`config.mk`:
```
export PLATFORM = sky130hd
export DESIGN_NAME = issueque_int
export DESIGN_NICKNAME = d
export VERILOG_FILES = /design/src/rtl/issueque_int.sv
export SDC_FILE = /design/constraint.sdc
export NUM_CORES = 1
export LEC_CHECK = 0
export CAP_MARGIN = 20
export CORE_ASPECT_RATIO = 0.5
export CORE_UTILIZATION = 53
export DETAILED_ROUTE_END_ITERATION = 12
export PLACE_DENSITY = 0.77
export SYNTH_ARGS = -nofsm -noshare
export SYNTH_HDL_FRONTEND = slang
export SYNTH_SLANG_ARGS = --single-unit
```
`constraint.sdc`:
```
create_clock -name clk -period 4.08 [get_ports clk]
set_input_delay 0.408 -clock clk [delete_from_list [all_inputs] [get_ports clk]]
set_output_delay 0.408 -clock clk [all_outputs]
set_load 0.01 [all_outputs]
```
`src/rtl/issueque_int.sv`:
```
`default_nettype none
// ============================================================================
//  Module   : issueque_int
//  Purpose  : Age-ordered integer issue queue. Entry 0 is the oldest. Entries
//             wake up from CDB broadcasts, the oldest fully-ready entry is
//             offered to the ALU, and younger entries compact down on issue.
//  Revision : 1.0  initial release
// ============================================================================
module issueque_int #(
  parameter int DEPTH = 4,
  parameter int TAG_W = 6
) (
  input  logic             clk,
  input  logic             rst,
  input  logic             flush,
  input  logic             dispatch_en,
  input  logic [2:0]       dispatch_opcode,
  input  logic [TAG_W-1:0] dispatch_rd_tag,
  input  logic [31:0]      dispatch_rs_data,
  input  logic [31:0]      dispatch_rt_data,
  input  logic [TAG_W-1:0] dispatch_rs_tag,
  input  logic [TAG_W-1:0] dispatch_rt_tag,
  input  logic             dispatch_rs_ready,
  input  logic             dispatch_rt_ready,
  output logic             full,
  output logic [2:0]       count,
  input  logic             cdb_valid,
  input  logic [TAG_W-1:0] cdb_tag,
  input  logic [31:0]      cdb_data,
  output logic             issue_valid,
  output logic [2:0]       issue_opcode,
  output logic [TAG_W-1:0] issue_rd_tag,
  output logic [31:0]      issue_rs_data,
  output logic [31:0]      issue_rt_data,
  input  logic             issue_rdy
);

  localparam int IDX_W = (DEPTH > 1) ? $clog2(DEPTH) : 1;

  typedef struct packed {
    logic [2:0]       opcode;
    logic [TAG_W-1:0] rd_tag;
    logic [31:0]      rs_data;
    logic [31:0]      rt_data;
    logic [TAG_W-1:0] rs_tag;
    logic [TAG_W-1:0] rt_tag;
    logic             rs_rdy;
    logic             rt_rdy;
  } entry_t;

  logic [DEPTH-1:0] r_valid;
  entry_t           r_ent [DEPTH];
  logic [DEPTH-1:0] n_valid;
  entry_t           n_ent [DEPTH];

  // One extra, always-empty slot above the top so the shift mux needs no
  // special case for the highest entry.
  logic [DEPTH:0]   ext_valid;
  entry_t           ext_ent [DEPTH+1];

  logic             sel_found;
  logic [IDX_W-1:0] sel_idx;
  logic             fire;
  logic             accept;
  logic [2:0]       wr_idx;
  entry_t           disp_ent;

  assign ext_valid = {1'b0, r_valid};
  assign ext_ent[DEPTH] = '0;
  for (genvar gi = 0; gi < DEPTH; gi++) begin : g_ext
    assign ext_ent[gi] = r_ent[gi];
  end

  // Occupancy: valid entries are always packed at the bottom, so a popcount
  // equals the write pointer.
  always_comb begin
    count = 3'd0;
    for (int i = 0; i < DEPTH; i++) begin
      count = count + {2'b00, r_valid[i]};
    end
  end

  assign full = (count == 3'(DEPTH));

  // Oldest entry with both operands ready wins the select.
  always_comb begin
    sel_found = 1'b0;
    sel_idx   = '0;
    for (int i = 0; i < DEPTH; i++) begin
      if (!sel_found && r_valid[i] && r_ent[i].rs_rdy && r_ent[i].rt_rdy) begin
        sel_found = 1'b1;
        sel_idx   = IDX_W'(i);
      end
    end
  end

  // Issue port is driven from registered state only; zero when idle.
  always_comb begin
    issue_valid   = 1'b0;
    issue_opcode  = '0;
    issue_rd_tag  = '0;
    issue_rs_data = '0;
    issue_rt_data = '0;
    if (sel_found) begin
      issue_valid   = 1'b1;
      issue_opcode  = r_ent[sel_idx].opcode;
      issue_rd_tag  = r_ent[sel_idx].rd_tag;
      issue_rs_data = r_ent[sel_idx].rs_data;
      issue_rt_data = r_ent[sel_idx].rt_data;
    end
  end

  assign fire   = issue_valid && issue_rdy;
  assign accept = dispatch_en && !full && !flush;
  assign wr_idx = fire ? (count - 3'd1) : count;

  // Incoming instruction, with same-cycle CDB capture for non-ready operands.
  always_comb begin
    disp_ent         = '0;
    disp_ent.opcode  = dispatch_opcode;
    disp_ent.rd_tag  = dispatch_rd_tag;
    disp_ent.rs_tag  = dispatch_rs_tag;
    disp_ent.rt_tag  = dispatch_rt_tag;
    disp_ent.rs_rdy  = dispatch_rs_ready;
    disp_ent.rt_rdy  = dispatch_rt_ready;
    disp_ent.rs_data = dispatch_rs_data;
    disp_ent.rt_data = dispatch_rt_data;
    if (cdb_valid && !dispatch_rs_ready && (dispatch_rs_tag == cdb_tag)) begin
      disp_ent.rs_rdy  = 1'b1;
      disp_ent.rs_data = cdb_data;
    end
    if (cdb_valid && !dispatch_rt_ready && (dispatch_rt_tag == cdb_tag)) begin
      disp_ent.rt_rdy  = 1'b1;
      disp_ent.rt_data = cdb_data;
    end
  end

  for (genvar gi = 0; gi < DEPTH; gi++) begin : g_entry
    logic   shift;
    entry_t nxt;
    logic   nxt_v;

    assign shift = fire && (sel_idx <= IDX_W'(gi));

    // Per-slot next state: pick self or the slot above, apply wakeup, then
    // let an accepted dispatch overwrite the slot it targets.
    always_comb begin
      nxt   = shift ? ext_ent[gi+1]   : ext_ent[gi];
      nxt_v = shift ? ext_valid[gi+1] : ext_valid[gi];
      if (cdb_valid && !nxt.rs_rdy && (nxt.rs_tag == cdb_tag)) begin
        nxt.rs_rdy  = 1'b1;
        nxt.rs_data = cdb_data;
      end
      if (cdb_valid && !nxt.rt_rdy && (nxt.rt_tag == cdb_tag)) begin
        nxt.rt_rdy  = 1'b1;
        nxt.rt_data = cdb_data;
      end
      if (accept && (wr_idx == 3'(gi))) begin
        nxt   = disp_ent;
        nxt_v = 1'b1;
      end
    end

    assign n_ent[gi]   = nxt;
    assign n_valid[gi] = nxt_v;
  end

  // Valid bits: asynchronous reset, flush wins over everything else.
  always_ff @(posedge clk or posedge rst) begin
    if (rst) begin
      r_valid <= '0;
    end else if (flush) begin
      r_valid <= '0;
    end else begin
      r_valid <= n_valid;
    end
  end

  // Payload carries no reset; it is qualified by the valid bits.
  always_ff @(posedge clk) begin
    r_ent <= n_ent;
  end

endmodule
`default_nettype wire

```
* Word level (Yosys, flattened, before mapping) *
Cells that the tools add are included.

operators by class
  $add $sub $neg = 4
  magnitude comparators = 5
  eq/ne operators = 14
  bitwise operators = 1
  reductions and logical operators = 74
  muxes and demuxes = 53

operator list
  operator               number
  $mux W87               10
  $mux W32               12
  $bmux W87 S2           1
  $eq A6 B6 Y1           10
  $logic_and A1 B1 Y1    42
  $reduce_bool A3 Y1     12
  $mux W1                24
  $logic_not A1 Y1       15
  $reduce_bool A2 Y1     4
  $eq A3 B2 Y1 const B   2
  $mux W3                2
  $mux W6                1
  $le A2 B1 Y1 const B   2
  $le A2 B2 Y1 const B   2
  $mux W2                2
  $mux W4                1
  $add A2 B1 Y3          1
  $add A3 B1 Y3          1
  $eq A3 B1 Y1 const B   1
  $eq A3 B3 Y1 const B   1
  $ge A3 B3 Y1 const B   1
  $logic_not A3 Y1       1
  $not A2 Y3             1
  $sub A3 B1 Y3 const B  1
  $add A1 B1 Y2          1

word-level totals
  input port bits = 131
  register bits = 352
  output and inout port bits = 78
  logic and storage cells = 187

* Depth between registers and ports, before layout *
Gate-level depths: netlist of run 1.

  word-level depth = 27
  gate-level depth with buffers = 14

* Worst setup path after synthesis of run 1 *
OpenSTA, ideal clock, no wires.

  path kind = register to register
  start = register r_valid[0]
  end = register r_ent (netlist bit ext_ent[133]) (enable)
  stages on the path, launching flop included = 12
  library setup time = 0.563 ns
  arrival time = 3.860 ns
  setup slack = -0.344 ns
  path buffers = 1
  cell sequence = dfrtp_1 -> fa_1 -> ha_1 -> ha_1 -> inv_1 -> ha_1 -> nand2_1 -> a41oi_1 -> mux2_2 -> o21ai_1 -> clkbuf_1 -> nand3_1

between the ends
  elaborated cells between the ends (all ways) = 42
  those cells by class = add/sub (4); order compare (1); eq/ne (3); mux (10); reduce/logical (24)

RTL lines
  what                                                   RTL line  text
  start: declaration                                     51        logic [DEPTH-1:0] r_valid;
  start signal: assignment                               175       r_valid <= n_valid;
  $add A1 B1 Y2 *                                        79        count = count + {2'b00, r_valid[i]};
  $add A2 B1 Y3 *                                        79
  $add A3 B1 Y3 *                                        79
  named net count[1]                                     26        output logic [2:0] count,
  branches (longest 4 deep; another with $sub A3 B1 Y3)  n/a
  $logic_and A1 B1 Y1 *                                  158       if (accept && (wr_idx == 3'(gi))) begin
  $reduce_bool A3 Y1 (no source line) *                  n/a
  end signal: assignment                                 181       r_ent <= n_ent;
  end: declaration                                       52        entry_t r_ent [DEPTH];

Mark *: on every way through the listed nets, which the timed path passes. The select of a mux whose other input is x is not followed.
A chain may end at the register's enable or synchronous reset.

* Worst setup path in the final report of run 1 *
  start = register r_ent (netlist bit ext_ent[174])
  end = output port issue_rt_data[0]

between the ends
  cells in the longest elaborated chain, start to end = 12
  elaborated cells between the ends (all ways) = 14
  those cells by class = mux (8); bitwise (1); reduce/logical (5)

ends and longest elaborated chain
  what                                          RTL line  text
  $logic_and A1 B1 Y1 *                         90        if (!sel_found && r_valid[i] && r_ent[i].rs_rdy && r_ent[i].rt_rdy) begin
  $mux W1                                       90
  $logic_not A1 Y1                              90
  $logic_and A1 B1 Y1 (3 in series)             90
  $mux W2                                       90
  $not A2 Y3 (implied by the code)              109       issue_rt_data = r_ent[sel_idx].rt_data;
  $bmux W87 S2                                  109
  $mux W87 (implied by the code) (2 in series)  109
  $mux W32 *                                    104       if (sel_found) begin
  end: declaration                              34        output logic [31:0] issue_rt_data,

Mark *: on every way between the ends. The rest lies on a longest branch, timed or not. The select of a mux whose other input is x is not followed.

==> results of run 1 <==
[registers in the layout, indices dropped and copies added, names as in the netlist]
signal and flops:
ext_ent 348, r_valid 4
[stage by stage]
stage          cell area [sq um]  hold slack (ns)  std cells
3_5_place_dp               24900            0.498       2895
6_report                   26000            0.114       2958
2_1_floorplan              22000            0.174       2316
4_1_cts                    26000            0.101       2957
5_1_grt                    26000            0.152       2958
3_3_place_gp               24900            0.490       2895
[repair_timing]
action / CTS / global route
endpoints found under the hold margin: 0 / 0
gates resized for setup: 0 / 2
setup endpoints to repair: 0 / 65
[cell type report]
type | count | area (sq um)
Fill cell | 3213 | 14700
Inverter | 23 | 86.3
Sequential cell | 352 | 9990
Clock inverter | 15 | 144
Tap cell | 540 | 676
Multi-Input combinational cell | 1668 | 10900
Timing Repair Buffer | 312 | 3200
Clock buffer | 47 | 963
Antenna cell | 1 | 2.50
[cells by family (layout without fill, tap and decap cells)]
group / Yosys count / after routing
compound gates: 674 / 674
simple gates: 857 / 857
buf+inv: 296 / 397
flops: 352 / 352
fa+ha+maj: 5 / 5
mux: 87 / 87
other cells: 0 / 1
xor+xnor: 45 / 45
[cell usage after synthesis (29+ instances only)]
| cell | number |
|---|---|
| a221o_1 | 64 |
| o211ai_1 | 96 |
| a31oi_1 | 124 |
| nand3_1 | 124 |
| o21ai_0 | 43 |
| a311o_1 | 32 |
| a211oi_1 | 108 |
| o22ai_2 | 29 |
| buf_2 | 58 |
| nor2_1 | 186 |
| dfxtp_1 | 56 |
| clkbuf_1 | 183 |
| nand2_1 | 321 |
| and2_1 | 141 |
| edfxtp_1 | 292 |
| a311oi_1 | 74 |
| mux2i_1 | 52 |
| mux2_2 | 35 |
| a22o_1 | 32 |
[power by group]
part           switching, mW  internal, mW
logic                   2.33          1.25
clock network           1.44          1.85
registers              0.409          4.68
total                   4.18          7.79
[routing by layer]
metal	GRT usage [%]	part of all wire (%)
met1	47.3	38
met2	54.0	44
met3	7.67	13
met4	14.7	4.1
met5	0	0
[critical path, cell delays in order (launching register included)]
cell	delay, ns
dfxtp_1	0.53
and3_1	0.31
o21ai_0	0.16
nand2_4	0.41
buf_4	0.30
a211oi_1	0.06
a311oi_1	0.55
clkdlybuf4s50_1	0.65
[final timing paths]
kind	slack, ns	to
min in group clk	0.51	ext_ent[265]
hold / removal	0.11	r_valid[0]
max in group asynchronous	3.80	r_valid[3]
setup reg to reg	0.20	ext_ent[336]
setup / recovery	0.13	issue_rt_data[0]
hold reg to reg	0.51	ext_ent[265]
==> out/metrics.cfg, run 1 <==
[detailed_routing]
vias = 20526
wirelength_mm = 75.7
viasPerCell = 6.94
drt_pass1_iterations = 6
wl_per_cell_um = 25.6
drt_iter0_drc = 3102
drc = 0
ant_nets = 0

[logic_synthesis]
yosys.area_share.xor_xnor_pct = 1.79
synth_edf_count = 292
yosysWarnings = 0
synthTopCellsByArea = edfxtp_1 (40%), nand2_1 (5.5%), dfxtp_1 (5.1%)
synth_top_family_by_area = compound AO/OA/AOI/OAI gates
postSynthAreaPerCell_sq_um = 9.49
synth_nets = 2452
yosys.area_share.simple_pct = 18.3
synth_compound_area_share_pct = 24.3
synth_area_leader_cell = edfxtp_1
synth_mux_area_share_pct = 4.16
yosysSeqAreaShare_pct = 45.4
yosysTopAreaCellShare_pct = 39.9
ys_types = 70
synthAdderAreaFrac_pct = 0.319
async_reset_ff_share_pct = 1.14
synth_ff_type = edfxtp_1
synthCells = 2316
syn-cell-area_sq_mm = 0.0220
ys_seq_elements = 352

[pwr]
peakVddDrop_mv = 0.295
p_per_area_mw_per_mm2 = 461
finalPower_mw = 12.0
power_leakage_nw = 9.07

[placed_design]
port_buffers = 208
place_congestion = 0.916
place_ws_ns = 0.146
hpwlAfterDp_mm = 46.9

[grt]
grt_first_pass_wirelength_mm = 115
grt_pass1_vias = 19559
grt_use_total_pct = 34.8
overflow = 0
grt_max_degree = 75
antenna_found_initial = 1

[job]
maxCapViolCount = 0

[cts]
path_clk_slew_ns = 0.07
cts_tree = done
ctsHtreeMaxLevel = 2
ctsRootBufferMaster = clkbuf_16
cts_setup_buffers = 0
cts_sinks = 352
hold_buffers = 0
cts_buffers = 36
clkLatencyLatePin_ns = 0.54
cts_max_path_buffers = 3

[die]
core_sq_mm = 0.0407
fp-row-count = 52
io_pins = 209
initial_core_util_pct = 54.1
fp.dieW_um = 290
fp.dieArea_sq_mm = 0.0423
dieHeight_um = 146

[timing]
setup_ws_ns = 0.129
skew_ns = 0.0256
period_share_pct = 96.8
relSlewSlack_pct = 28.8
grt_setup_unrepaired = false
fin_setup_tns_ns = 0
period_needed_ns = 3.95
maxSlewViolCount = 0
fmax_ghz = 0.253
finalSetupViolations = 0
hold_violations = 0
worst_pin_slew_ns = 1.07

[finish]
final_common_cell = nand2_1
final_layout_size_suffix_gt1_share_pct = 10.7
area_growth_pct = 18.2
final_util_pct = 63.9
finalNetCount = 2529
final_cell_mix = nand2_1 (318), edfxtp_1 (292), clkdlybuf4s50_1 (208), nor2_1 (186), and2_1 (141)

[critical_path]
cp-startpoint = ext_ent[174]
cp-end-kind = output pin
required_ns = 3.67
crit_arrival_ns = 3.54
path_class = flip-flop to output pin
r2r_cells = 11
critPathMaxFanout = 34
r2r-start = r_valid[0]
critPathLaunchType = flip-flop

[hold_path]
hold_path_class = input port to asynchronous set/reset pin

[outcome]
status = complete, no violations

Power figures use the tool's default switching activity.
==> run 2: changes to the inputs <==
--- a/config.mk
+++ b/config.mk
@@ -7,6 +7,7 @@
 export LEC_CHECK = 0
 export CAP_MARGIN = 20
 export CORE_ASPECT_RATIO = 0.5
+export CORE_MARGIN = 2
 export CORE_UTILIZATION = 53
 export DETAILED_ROUTE_END_ITERATION = 12
 export PLACE_DENSITY = 0.77
==> run 2 against run 1 <==
  * First-iteration DRC count fell by 13%
  * Count of clock-buffer cells in the layout rose by 1
  * Sequential cell count did not move
==> out/metrics.cfg, run 2 (same netlist as run 1, synthesis figures left out) <==
[outcome]
status = complete, no violations

[finish]
finalNetCount = 2521
final_common_cell = nand2_1
seq_area_sq_mm = 0.00999
final_util_pct = 63.7
diodes = 0
final_area_sq_mm = 0.0259
largest_reg_flops = 348
area_growth_pct = 17.9
final_cell_mix = nand2_1 (318), edfxtp_1 (292), clkdlybuf4s50_1 (208), nor2_1 (186), and2_1 (141)
final_layout_size_suffix_gt1_share_pct = 10.5
num-fill-cells = 3206
multiInputGateArea_sq_mm = 0.0109

[timing]
setup_ws_ns = 0.100
finalSetupViolations = 0
fmax_ghz = 0.251
grt_setup_unrepaired = false
worst_pin_slew_ns = 1.00
period_share_pct = 97.6
relSlewSlack_pct = 33.0
period_needed_ns = 3.98
hold_violations = 0
skew_ns = 0.0169
hold_slack_ns = 0.0704
maxSlewViolCount = 0

[critical_path]
cp-startpoint = ext_ent[261]
crit_arrival_ns = 3.57
r2r-start = r_valid[0]
required_ns = 3.67
critPathLaunchType = flip-flop
r2r_slack_ns = 0.22
endpoint = issue_rt_data[18]
rr_endpoint = ext_ent[196]
path_class = flip-flop to output pin
critPathMaxFanout = 55
r2r_cells = 12
cp-end-kind = output pin

[cts]
ctsHtreeMaxLevel = 2
hold_buffers = 0
cts_sinks = 352
clkLatencyLatePin_ns = 0.54
path_clk_slew_ns = 0.07
cts_buffers = 35
cts_setup_buffers = 0
ctsResizeCount = 0
cts_max_path_buffers = 3
ctsRootBufferMaster = clkbuf_16
cts_tree = done

[detailed_routing]
viasPerCell = 6.97
wl_per_cell_um = 25.6
drt_iter0_drc = 2686
vias = 20536
ant_nets = 0
drt_pass1_iterations = 6
drc = 0
wirelength_mm = 75.5

[die]
fp.dieW_um = 292
core_sq_mm = 0.0407
dieHeight_um = 148
fp-row-count = 52
initial_core_util_pct = 54.1
fp.dieArea_sq_mm = 0.0432
io_pins = 209

[pwr]
switching_share_pct = 34.6
p_per_area_mw_per_mm2 = 462
seqPwrFrac_pct = 42.7
clockPowerShare_pct = 27.8
power_leakage_nw = 9.03
peakVddDrop_mv = 0.331
switching_power_mw = 4.14
share_comb_of_total_power_pct = 29.4
p_int_mw = 7.83

[placed_design]
place_congestion = 0.916
postPlaceCellArea_sq_mm = 0.0248
hpwlAfterDp_mm = 47.0
place_ws_ns = 0.205
port_buffers = 208

[job]
maxCapViolCount = 0

[grt]
grt_pass1_vias = 19869
grt_first_pass_wirelength_mm = 116
grt_max_degree = 75
overflow = 0
grt_use_total_pct = 34.3
antenna_found_initial = 0

[hold_path]
hold_path_class = input port to asynchronous set/reset pin

[run 2: per-layer routing]
metal | share of wire [%] | routed length, um | vias to the layer above | GRT usage (%)
met5 | 0 | 0 | - | 0
met2 | 45 | 33700 | 1459 | 53.4
met4 | 4.3 | 3240 | 0 | 15.3
met1 | 39 | 29200 | 9878 | 46.2
li1 | - | - | 8950 | -
met3 | 12 | 9410 | 249 | 7.49
[run 2: metrics by stage]
stage / power [mW] / TNS [ns] / std cells
floorplan: 7.13 / -21.95 / 2316
global placement: 8.47 / 0 / 2888
detailed placement: 8.57 / 0 / 2888
CTS: 11.8 / 0 / 2947
global route: 12.4 / 0 / 2947
finish: 12.0 / 0 / 2947
[run 2: worst min-delay path by stage]
stage	from	slack [ns]	to	depth (start not counted)
after CTS	rst	0.06	r_valid[3]	2
after floorplan	rst	0.17	r_valid[0]	1
final	rst	0.07	r_valid[3]	2
after global routing	rst	0.08	r_valid[3]	2
after global placement	ext_ent[95]	0.49	ext_ent[95]	2
after detailed placement	ext_ent[266]	0.50	ext_ent[266]	2
[run 2: power groups by stage]
stage	Clock (mW)	Combinational [mW]	Sequential [mW]
after floorplan	0	2.12	5.01
after global placement	0	3.31	5.16
after detailed placement	0	3.40	5.17
after CTS	3.33	3.42	5.10
after global routing	3.46	3.72	5.18
final	3.33	3.52	5.11
[run 2: worst max-delay path, stage by stage, from the launching register on]
cell,delay [ns]
dfxtp_1,0.53
nand3_1,0.28
nand3_4,0.60
buf_4,0.35
nand2_1,0.08
a311oi_1,0.48
clkdlybuf4s50_1,0.64
[run 2: final cells by class]
type	instances	area share, %
Inverter	23	0.333
Clock inverter	11	0.492
Clock buffer	48	3.85
Tap cell	540	2.61
Multi-Input combinational cell	1668	42.1
Sequential cell	352	38.5
Timing Repair Buffer	305	12.1
